<file path="src/rtl/sc_proc_mem_seq_pkg.sv">
// Shared definitions for the single-port processor memory sequencer: state
// encoding, wait-counter width and the default access timeout.
package sc_proc_mem_seq_pkg;

  typedef logic [2:0] state_t;

  localparam state_t ST_FETCH  = 3'd0;
  localparam state_t ST_EXEC   = 3'd1;
  localparam state_t ST_DATA   = 3'd2;
  localparam state_t ST_COMMIT = 3'd3;
  localparam state_t ST_HALT   = 3'd4;

  localparam int unsigned WAIT_W          = 9;
  localparam int unsigned DEFAULT_TIMEOUT = 255;

  // States that own the shared memory port.
  function automatic logic is_access(input state_t s);
    return (s == ST_FETCH) || (s == ST_DATA);
  endfunction

endpackage

</file>
<file path="src/rtl/sc_proc_mem_seq_wait_timer.sv">
// Per-access wait counter: counts cycles without memReady and flags when the
// configured limit is reached. Saturates instead of wrapping.
module sc_proc_wait_timer
  import sc_proc_mem_seq_pkg::*;
#(
  parameter int unsigned TIMEOUT = DEFAULT_TIMEOUT
) (
  input  logic clk,
  input  logic reset_n,
  input  logic clear_i,
  input  logic tick_i,
  output logic expired_o
);

  localparam logic [WAIT_W-1:0] LIMIT = WAIT_W'(TIMEOUT);

  logic [WAIT_W-1:0] cnt_q;
  logic [WAIT_W-1:0] cnt_d;

  always_comb begin
    cnt_d = cnt_q;
    if (clear_i) begin
      cnt_d = '0;
    end else if (tick_i && (cnt_q != '1)) begin
      cnt_d = cnt_q + WAIT_W'(1);
    end
  end

  always_ff @(posedge clk) begin
    if (!reset_n) begin
      cnt_q <= '0;
    end else begin
      cnt_q <= cnt_d;
    end
  end

  assign expired_o = (cnt_q >= LIMIT);

endmodule

</file>
<file path="src/rtl/sc_proc_mem_seq.sv">
// Multi-cycle instruction sequencer sharing one memory port between
// instruction fetch and load/store, with commit strobe and access timeout.
module sc_proc_mem_seq
  import sc_proc_mem_seq_pkg::*;
#(
  parameter int unsigned DBITS   = 32,
  parameter int unsigned TIMEOUT = DEFAULT_TIMEOUT
) (
  input  logic             clk,
  input  logic             reset_n,
  input  logic [DBITS-1:0] pcOut,
  input  logic             isMemOp,
  input  logic             isSW,
  input  logic [DBITS-1:0] dAddr,
  input  logic [DBITS-1:0] dWdata,
  input  logic             halt,
  output logic             memReq,
  output logic             memWe,
  output logic [DBITS-1:0] memAddr,
  output logic [DBITS-1:0] memWdata,
  input  logic [DBITS-1:0] memRdata,
  input  logic             memReady,
  output logic [DBITS-1:0] instr,
  output logic [DBITS-1:0] outMem,
  output logic             lock,
  output logic             halted,
  output logic             memErr,
  output logic [31:0]      retired,
  output logic [2:0]       dbg_state_o
);

  state_t           state_q, state_d;
  logic [DBITS-1:0] instr_q, instr_d;
  logic [DBITS-1:0] out_mem_q, out_mem_d;
  logic [DBITS-1:0] daddr_q, daddr_d;
  logic [DBITS-1:0] dwdata_q, dwdata_d;
  logic             is_sw_q, is_sw_d;
  logic [31:0]      retired_q, retired_d;
  logic             halted_q, halted_d;
  logic             mem_err_q, mem_err_d;

  logic access;
  logic expired;
  logic timer_clear;
  logic timer_tick;

  // Port handshake: memReq is a valid that stays high, with memAddr/memWe/
  // memWdata held constant, until memReady is sampled high on a rising edge;
  // that edge completes the transfer and memReq is low in the next cycle.
  // memReady is only looked at while memReq is high.
  assign access = is_access(state_q);

  always_comb begin
    state_d   = state_q;
    instr_d   = instr_q;
    out_mem_d = out_mem_q;
    daddr_d   = daddr_q;
    dwdata_d  = dwdata_q;
    is_sw_d   = is_sw_q;
    retired_d = retired_q;
    mem_err_d = mem_err_q;
    case (state_q)
      ST_FETCH: begin
        if (memReady) begin
          instr_d = memRdata;
          state_d = ST_EXEC;
        end else if (expired) begin
          mem_err_d = 1'b1;
          state_d   = ST_HALT;
        end
      end
      ST_EXEC: begin
        daddr_d  = dAddr;
        dwdata_d = dWdata;
        is_sw_d  = isSW;
        state_d  = isMemOp ? ST_DATA : ST_COMMIT;
      end
      ST_DATA: begin
        // Completion takes priority over a timeout expiring in the same cycle.
        if (memReady) begin
          if (!is_sw_q) begin
            out_mem_d = memRdata;
          end
          state_d = ST_COMMIT;
        end else if (expired) begin
          mem_err_d = 1'b1;
          state_d   = ST_HALT;
        end
      end
      ST_COMMIT: begin
        retired_d = retired_q + 32'd1;
        state_d   = halt ? ST_HALT : ST_FETCH;
      end
      ST_HALT: begin
        state_d = ST_HALT;
      end
      default: begin
        state_d = ST_FETCH;
      end
    endcase
  end

  assign halted_d = halted_q | (state_d == ST_HALT);

  // The counter restarts whenever a new access begins.
  assign timer_clear = (state_d != state_q) && is_access(state_d);
  assign timer_tick  = access && !memReady;

  sc_proc_wait_timer #(
    .TIMEOUT(TIMEOUT)
  ) u_wait_timer (
    .clk      (clk),
    .reset_n  (reset_n),
    .clear_i  (timer_clear),
    .tick_i   (timer_tick),
    .expired_o(expired)
  );

  always_ff @(posedge clk) begin
    if (!reset_n) begin
      state_q   <= ST_FETCH;
      instr_q   <= '0;
      out_mem_q <= '0;
      daddr_q   <= '0;
      dwdata_q  <= '0;
      is_sw_q   <= 1'b0;
      retired_q <= '0;
      halted_q  <= 1'b0;
      mem_err_q <= 1'b0;
    end else begin
      state_q   <= state_d;
      instr_q   <= instr_d;
      out_mem_q <= out_mem_d;
      daddr_q   <= daddr_d;
      dwdata_q  <= dwdata_d;
      is_sw_q   <= is_sw_d;
      retired_q <= retired_d;
      halted_q  <= halted_d;
      mem_err_q <= mem_err_d;
    end
  end

  // Request and commit strobes are masked while reset is held so that a reset
  // arriving mid-access drops the port immediately.
  assign memReq   = reset_n && access;
  assign memWe    = reset_n && (state_q == ST_DATA) && is_sw_q;
  assign memAddr  = (state_q == ST_DATA) ? daddr_q : pcOut;
  assign memWdata = dwdata_q;
  assign lock     = reset_n && (state_q == ST_COMMIT);

  assign instr       = instr_q;
  assign outMem      = out_mem_q;
  assign retired     = retired_q;
  assign halted      = halted_q;
  assign memErr      = mem_err_q;
  assign dbg_state_o = state_q;

endmodule

</file>
<file path="config.mk">
export PLATFORM = sky130hd
export DESIGN_NAME = sc_proc_mem_seq
export DESIGN_NICKNAME = d
export VERILOG_FILES = /design/src/rtl/sc_proc_mem_seq_pkg.sv /design/src/rtl/sc_proc_mem_seq_wait_timer.sv /design/src/rtl/sc_proc_mem_seq.sv
export SDC_FILE = /design/constraint.sdc
export NUM_CORES = 1
export LEC_CHECK = 0
export CAP_MARGIN = 20
export CORE_MARGIN = 1.5
export CORE_UTILIZATION = 45
export CTS_BUF_LIST = sky130_fd_sc_hd__clkbuf_2
export CTS_CLUSTER_DIAMETER = 120
export DETAILED_ROUTE_END_ITERATION = 16
export PLACE_DENSITY = 0.88
export SYNTH_ARGS = -nofsm -noshare
export SYNTH_HDL_FRONTEND = slang
export SYNTH_HIERARCHICAL = 1
export SYNTH_SLANG_ARGS = --single-unit
</file>
<file path="constraint.sdc">
create_clock -name clk -period 2 [get_ports clk]
set_input_delay 0.3 -clock clk [delete_from_list [all_inputs] [get_ports clk]]
set_output_delay 0.3 -clock clk [all_outputs]
set_load 0.03 [all_outputs]
</file>
==> results of run 1 <==
## power groups by stage
stage | sequential (µW) | clock [µW] | combinational [µW]
floorplan | 4060 | 0 | 674
global placement | 3830 | 0 | 1740
detailed placement | 3830 | 0 | 1770
CTS | 3760 | 1900 | 1770
global route | 3790 | 2060 | 1920
finish | 3760 | 1850 | 1810
## cells by family (layout without fill, tap and decap cells)
logic type                 Yosys count  after routing  share of synthesized area, %
and+or+nand+nor                    399            399                          24.3
DFF                                175            175                          47.4
AOI/OAI and AO/OA                  154            154                          15.2
buffers and inverters               61            378                          3.81
muxes                               33             33                          5.01
xor gates and xnor gates            31             31                          3.67
adders and majority gates            4              4                         0.677
other                                0              1                             0
## state kept, by name, indices dropped and copies added, names as in the netlist
name / cells
halted: 1
is_sw_q: 1
dbg_state_o: 3
daddr_q: 32
memErr: 1
u_wait_timer/cnt_q: 9
instr: 32
retired: 32
outMem: 32
memWdata: 32
## worst max path at each step
stage | end | slack, ns | cells past startpoint
6_report | memAddr[18] | -0.34 | 5
5_1_grt | memAddr[21] | -0.52 | 5
4_1_cts | memAddr[20] | -0.52 | 6
3_5_place_dp | memAddr[28] | -0.07 | 5
3_3_place_gp | memAddr[19] | -0.04 | 5
2_1_floorplan | memAddr[10] | 0.04 | 6
## tightest hold or removal path, delay by kind of cell
| kind | cells | cell delay [ns] |
|---|---|---|
| buffers and inverters | 1 | 0.39 |
| AO/OA/AOI/OAI | 1 | 0.06 |
| AND/OR/NAND/NOR | 1 | 0.05 |
## what timing repair did
action	in CTS	in global routing
setup buffers	4	7
endpoints found under the setup margin	167	68
hold endpoints to repair	20	0
resized for setup	400	63
cloned	1	1
pin swaps	1	3
hold buffers	4	0
## final cells by class
| class | count | area (µm²) |
|---|---|---|
| multi-input cells | 621 | 3750 |
| clock inverters | 12 | 136 |
| flip-flops and latches | 175 | 3520 |
| repair buffers | 341 | 3260 |
| well taps | 216 | 270 |
| diodes | 1 | 2.50 |
| clock buffers | 20 | 100 |
| fillers | 1267 | 4890 |
| inverters | 5 | 18.8 |
## routing by layer
metal  vias to the layer above  GRT usage [%]  part of all wire (%)
met2                       284           44.5                    49
met3                        41           8.45                   8.3
li1                       3437              -                     -
met4                         0           8.93                   2.9
met1                      3347           29.5                    39
met5                         -              0                     0
## metrics by stage
step                cells  utilization [%]  setup slack, ns  total power [µW]
floorplan             857                -           0.0414              4730
global placement     1345             67.3          -0.0395              5560
detailed placement   1345             67.3          -0.0742              5600
CTS                  1385             69.1           -0.516              7430
global route         1391             69.3           -0.522              7760
finish               1391             69.3           -0.338              7420
## layout by cell type, fill, tap and decap left out, types with 3 or more instances in the layout
| cell type | instances |
|---|---|
| dlygate4sd3_1 | 4 |
| mux2_2 | 8 |
| nand3_1 | 18 |
| a21oi_1 | 7 |
| mux2_4 | 24 |
| a21boi_1 | 36 |
| dfxtp_2 | 8 |
| clkbuf_2 | 38 |
| o21a_1 | 5 |
| clkdlybuf4s15_1 | 5 |
| ha_1 | 4 |
| and3_1 | 6 |
| a21boi_0 | 96 |
| buf_2 | 8 |
| inv_1 | 5 |
| xor2_1 | 7 |
| buf_4 | 25 |
| xnor2_1 | 24 |
| clkdlybuf4s50_1 | 132 |
| nor3_1 | 5 |
| o21ai_0 | 7 |
| clkinv_4 | 4 |
| nor2_1 | 12 |
| nand2b_1 | 5 |
| and2_1 | 28 |
| nor2b_1 | 4 |
| dfxtp_1 | 166 |
| nand4b_1 | 3 |
| buf_6 | 29 |
| nand2_1 | 274 |
| nand3b_1 | 5 |
| dlygate4sd2_1 | 103 |
| or3_1 | 4 |
| nand4_1 | 12 |
| buf_12 | 10 |
| clkdlybuf4s15_2 | 4 |
| and4_1 | 3 |
==> summary.md, run 1 <==
| Metric | Value |
|---|---|
| Hold slack | `0.0947 ns` |
| H-tree levels | `4` |
| Vias per inst | `5.11` |
| Final instance area | `11100 µm²` |
| Violated checks | `setup timing` |
| Worst path required time | `1.70 ns` |
| Crit share post-route | `117%` |
| Final setup violation count | `34` |
| Root Driver | `clkbuf_2` |
| Worst slew pin tran | `0.450 ns` |
| Yosys Warn Count | `6` |
| Critical-path top delay cell | `dfxtp_2` |
| Main synth FF type | `dfxtp_1` |
| Worst setup SP type | `flop` |
| Num CTS Buffers | `17` |
| RSZ-0062 raised after global routing | `yes` |
| Gpl congestion | `0.870` |
| Yosys top cell area share | `47.4%` |
| Antenna viol nets, final | `0` |
| CP top delay family | `flip-flops` |
| Maximum number of pins on one net before global-route repair | `66` |
| Internal power | `5090 µW` |
| Initial antenna violation count | `1` |
| Post-synth EDFFs | `0` |
| Detailed Route Iter0 Violations | `368` |
| Final wirelength | `22500 µm` |
| Combinational share of power | `24.3%` |
| Syn Inst Count | `857` |
| Grt total ovfl | `0` |
| Hold Crit Start | `dWdata[5]` |
| Yosys cell types | `40` |
| Vias | `7109` |
| Maximum buffer depth of the clock tree | `2` |
| Die area | `17200 µm²` |
| Final Hold Violating Endpoints | `0` |
| #FFs+latches synth | `175` |
| TritonCTS clock tree | `done` |
| Leakage power | `0.00464 µW` |
| Port bufs | `301` |
| Site row count | `46` |
| Hold/Removal Path Class | `input pin to flop` |
| NetSw | `2320 µW` |
| Worst-Skew Late Latency | `0.72 ns` |
| Placed cell area | `10700 µm²` |
| Status | `finished with violations` |
| Slowest stage delay, CP | `0.37 ns` |
| Register area share after synthesis | `47.4%` |
| Vias in the first global route | `6975` |
| Netlist Area Pre-Place | `7400 µm²` |
| R2R setup slack | `0.12 ns` |
| Critical path, cell by cell | `nor2_2, and2_4, buf_12, mux2_2, buf_6` |
| WHS Endpoint | `memWdata[5]` |
| Reg2reg start | `u_wait_timer/cnt_q[5]` |
| Pins Over Slew Limit | `0` |
| Drt pass-1 iters | `5` |
| First-pass GRT wire length | `35700 µm` |
| Sw frac | `31.3%` |
| Synth top cells by count | `nand2_1 (274), dfxtp_1 (175), a21boi_0 (96)` |
| Hpwl dp | `15500 µm` |
| Worst-path clk slew | `0.26 ns` |
| Core area | `15900 µm²` |
| Avg Inst Size Synth | `8.63 µm²` |
| Routed length per instance | `16.1 µm` |
| Syn_nets | `995` |
| Fin Clk Skew | `0.0385 ns` |
| Max cap viols | `0` |
| CTS sink count | `175` |
| Chip height | `131 µm` |
| Top cells by area, synth | `dfxtp_1 (47%), nand2_1 (14%), a21boi_0 (9.7%)` |
| Critical Path Start | `dbg_state_o[0]` |
| Critical path class | `flop to primary output` |
| Gr usage total | `25.6%` |
| VDD IR-drop max | `0.000520 V` |
| Slew margin rel. | `70.0%` |
| Fmax | `428 MHz` |
| Worst R2R Path Depth | `10` |
| Buf+Inv Stages, Crit Path | `2` |
| Largest area contributor in the netlist | `dfxtp_1` |
| RR Endpoint | `dbg_state_o[2]` |
| Die width | `131 µm` |
| Setup crit end kind | `primary output` |
| Clk pwr share | `24.9%` |
| Layout cells sized above 1 | `15.7%` |
| Setup TNS | `-10.27 ns` |
| Post-route minimum period | `2.34 ns` |
| Ys async rst share | `0%` |
| Post-route setup slack | `-0.338 ns` |
| Most frequent cell after synthesis | `nand2_1` |
| Nets | `1299` |
| Flop pwr share | `50.7%` |
| Area growth from synthesis to layout | `49.4%` |
| Initial Utilization | `46.4%` |
| CP arrival | `2.04 ns` |
| Remaining DRCs | `0` |
| Hold path depth | `3` |
| Top-Level Pins | `302` |
| PwrDens | `671 nW/µm²` |
| Max FO, Critical Path | `12` |
Note: power is estimated with default switching activity, not from simulation.
==> run 2, diff against run 1 <==
--- a/config.mk
+++ b/config.mk
@@ -6,7 +6,7 @@
 export NUM_CORES = 1
 export LEC_CHECK = 0
 export CAP_MARGIN = 20
-export CORE_MARGIN = 1.5
+export CORE_MARGIN = 4
 export CORE_UTILIZATION = 45
 export CTS_BUF_LIST = sky130_fd_sc_hd__clkbuf_2
 export CTS_CLUSTER_DIAMETER = 120
==> summary.md, run 2 (same netlist as run 1, synthesis figures left out) <==
| Metric | Value |
|---|---|
| CP Capture Point | `memAddr[3]` |
| Slew margin rel. | `69.0% (-1.0 points)` |
| TritonCTS clock tree | `done` |
| Worst R2R Path Depth | `10 (unchanged)` |
| Worst slew pin tran | `0.465 ns (+0.0151 ns)` |
| Overall Power | `7290 µW (-1.6%)` |
| Commonest non-fill, non-tap cells in the layout | `nand2_1 (274), dfxtp_1 (169), clkdlybuf4s50_1 (132)` |
| Hold buffer count at CTS | `0 (-4)` |
| Critical Path Start | `dbg_state_o[2]` |
| Port bufs | `301 (unchanged)` |
| Setup crit end kind | `primary output` |
| Gr usage total | `24.4% (-1.2 points)` |
| Layout cells sized above 1 | `15.8% (+0.099 points)` |
| Final instance area | `11100 µm² (+0.61%)` |
| Critical path class | `flop to primary output` |
| Max FO, Critical Path | `6 (-6)` |
| First-pass GRT wire length | `35800 µm (+0.31%)` |
| Post-route minimum period | `2.39 ns (+0.0473 ns)` |
| Hold path depth | `3 (unchanged)` |
| VDD IR-drop max | `0.000362 V (-30%)` |
| Die area | `18600 µm² (+7.8%)` |
| Status | `finished with violations` |
| Site row count | `46 (unchanged)` |
| Hpwl dp | `16300 µm (+5.4%)` |
| Fmax | `419 MHz (-2.0%)` |
| Final Hold Violating Endpoints | `0 (unchanged)` |
| Violated checks | `setup timing` |
| Vias per inst | `5.09 (-0.44%)` |
| Max cap viols | `0 (unchanged)` |
| Antenna viol nets, final | `0 (unchanged)` |
| Worst setup SP type | `flop` |
| Worst path required time | `1.70 ns (about the same)` |
| Top-Level Pins | `302 (unchanged)` |
| Critical-path top delay cell | `dfxtp_2` |
| Gpl congestion | `0.937 (+7.7%)` |
| Maximum buffer depth of the clock tree | `2 (unchanged)` |
| Routed length per instance | `16.7 µm (+3.3%)` |
| H-tree levels | `4 (unchanged)` |
| Placed cell area | `10700 µm² (about the same)` |
| Num CTS Buffers | `17 (unchanged)` |
| RR Endpoint | `dbg_state_o[2]` |
| Post-route setup slack | `-0.386 ns (-0.0473 ns)` |
| Critical path, cell by cell | `nor2_4, and2_4, buf_6, buf_16, mux2_4, buf_6` |
| Crit share post-route | `119% (+2.4 points)` |
| Worst-Skew Late Latency | `0.72 ns (about the same)` |
| Fin Clk Skew | `0.0367 ns (-0.00180 ns)` |
| Chip height | `136 µm (+3.8%)` |
| Area growth from synthesis to layout | `50.3%` |
| Maximum number of pins on one net before global-route repair | `110 (+67%)` |
| Leakage power | `0.00467 µW (+0.55%)` |
| Initial antenna violation count | `5 (+4)` |
| Pins Over Slew Limit | `0 (unchanged)` |
| Detailed Route Iter0 Violations | `311 (-15%)` |
| Drt pass-1 iters | `5 (unchanged)` |
| PwrDens | `656 nW/µm² (-2.2%)` |
| Remaining DRCs | `0 (unchanged)` |
| Grt total ovfl | `0 (unchanged)` |
| Worst-path clk slew | `0.24 ns (-0.02 ns)` |
| CTS sink count | `175 (unchanged)` |
| Die width | `136 µm (+3.8%)` |
| R2R setup slack | `0.18 ns (+0.06 ns)` |
| Final wirelength | `23200 µm (+3.5%)` |
| Core area | `16000 µm² (+0.36%)` |
| Initial Utilization | `46.2% (-0.17 points)` |
| Slowest stage delay, CP | `0.38 ns (about the same)` |
| Vias in the first global route | `7108 (+1.9%)` |
| Reg2reg start | `u_wait_timer/cnt_q[5]` |
| Most frequent CP cell | `buf_6` |
| Root Driver | `clkbuf_2` |
| Final setup violation count | `34 (unchanged)` |
| Hold/Removal Path Class | `input pin to flop` |
| Nets | `1298 (-0.077%)` |
| CP arrival | `2.09 ns (+0.05 ns)` |
| Vias | `7093 (-0.23%)` |
| RSZ-0062 raised after global routing | `yes` |
| Commonest non-fill, non-tap cell in the layout | `nand2_1` |
run 2: changes by cell type in the layout (fill, tap and decap cells not counted), sizes merged:
cell and delta:
diode +4, dlygate4sd3 -4, clkbuf -3, dlygate4sd2 +3, buf +2, clkinv +2
bufinv -1, clkdlybuf4s15 -1, inv +1
run 2: worst max-delay path: cells and delay by family, from the launching register on:
kind | cells | cell delay (ns)
flip-flops | 1 | 0.38
AND/OR/NAND/NOR | 2 | 0.27
buffers and inverters | 3 | 0.42
multiplexers | 1 | 0.31
run 2: per-stage QoR:
stage          TNS [ns]  setup WS (ns)  util (%)  hold WS, ns  std cells
5_1_grt          -17.57         -0.558      69.5      0.00451       1394
4_1_cts          -16.33         -0.520      69.9      0.00789       1391
3_3_place_gp     -0.501        -0.0241      67.1        0.440       1346
6_report         -11.52         -0.386      69.5       0.0920       1394
2_1_floorplan         0         0.0414         -        0.435        857
3_5_place_dp      -1.23        -0.0619      67.1        0.445       1346
run 2: worst min-delay path by stage:
| stage | endpoint | from |
|---|---|---|
| finish | halted | reset_n |
| global placement | outMem[9] | outMem[9] |
| global route | halted | reset_n |
| CTS | memWdata[13] | dWdata[13] |
| floorplan | outMem[0] | memRdata[0] |
| detailed placement | outMem[1] | outMem[1] |
run 2: layer usage:
| metal | track usage, % | wire (µm) | up-vias |
|---|---|---|---|
| li1 | - | - | 3443 |
| met3 | 9.33 | 2200 | 43 |
| met1 | 27.1 | 8870 | 3316 |
| met4 | 11.1 | 780 | 0 |
| met5 | 0 | 0 | - |
| met2 | 41.3 | 11400 | 291 |
run 2: cell type report:
cell class,instances,area [µm²]
Fill cell,1280,4880
Clock inverter,14,116
Tap cell,216,270
Antenna cell,5,12.5
Multi-Input combinational cell,621,3780
Clock buffer,18,90.1
Inverter,5,18.8
Sequential cell,175,3510
Timing Repair Buffer,340,3320
run 2: what timing repair did:
| item | 4_1_cts | 5_1_grt |
|---|---|---|
| gates cloned | 3 | 0 |
| setup buffers | 11 | 2 |
| endpoints found under the setup margin | 168 | 124 |
| pin swaps | 10 | 3 |
| resized for setup | 442 | 42 |
run 2: where the power goes:
part           internal, µW  switching, µW
clock network           452           1230
logic                   862            984
registers              3670           95.6
==> run 3, diff against run 2 <==
--- a/config.mk
+++ b/config.mk
@@ -5,7 +5,7 @@
 export SDC_FILE = /design/constraint.sdc
 export NUM_CORES = 1
 export LEC_CHECK = 0
-export CAP_MARGIN = 20
+export CAP_MARGIN = 15
 export CORE_MARGIN = 4
 export CORE_UTILIZATION = 45
 export CTS_BUF_LIST = sky130_fd_sc_hd__clkbuf_2
==> results of run 3 <==
Same layout as run 2: the final DEF is identical, and so are final timing and power.
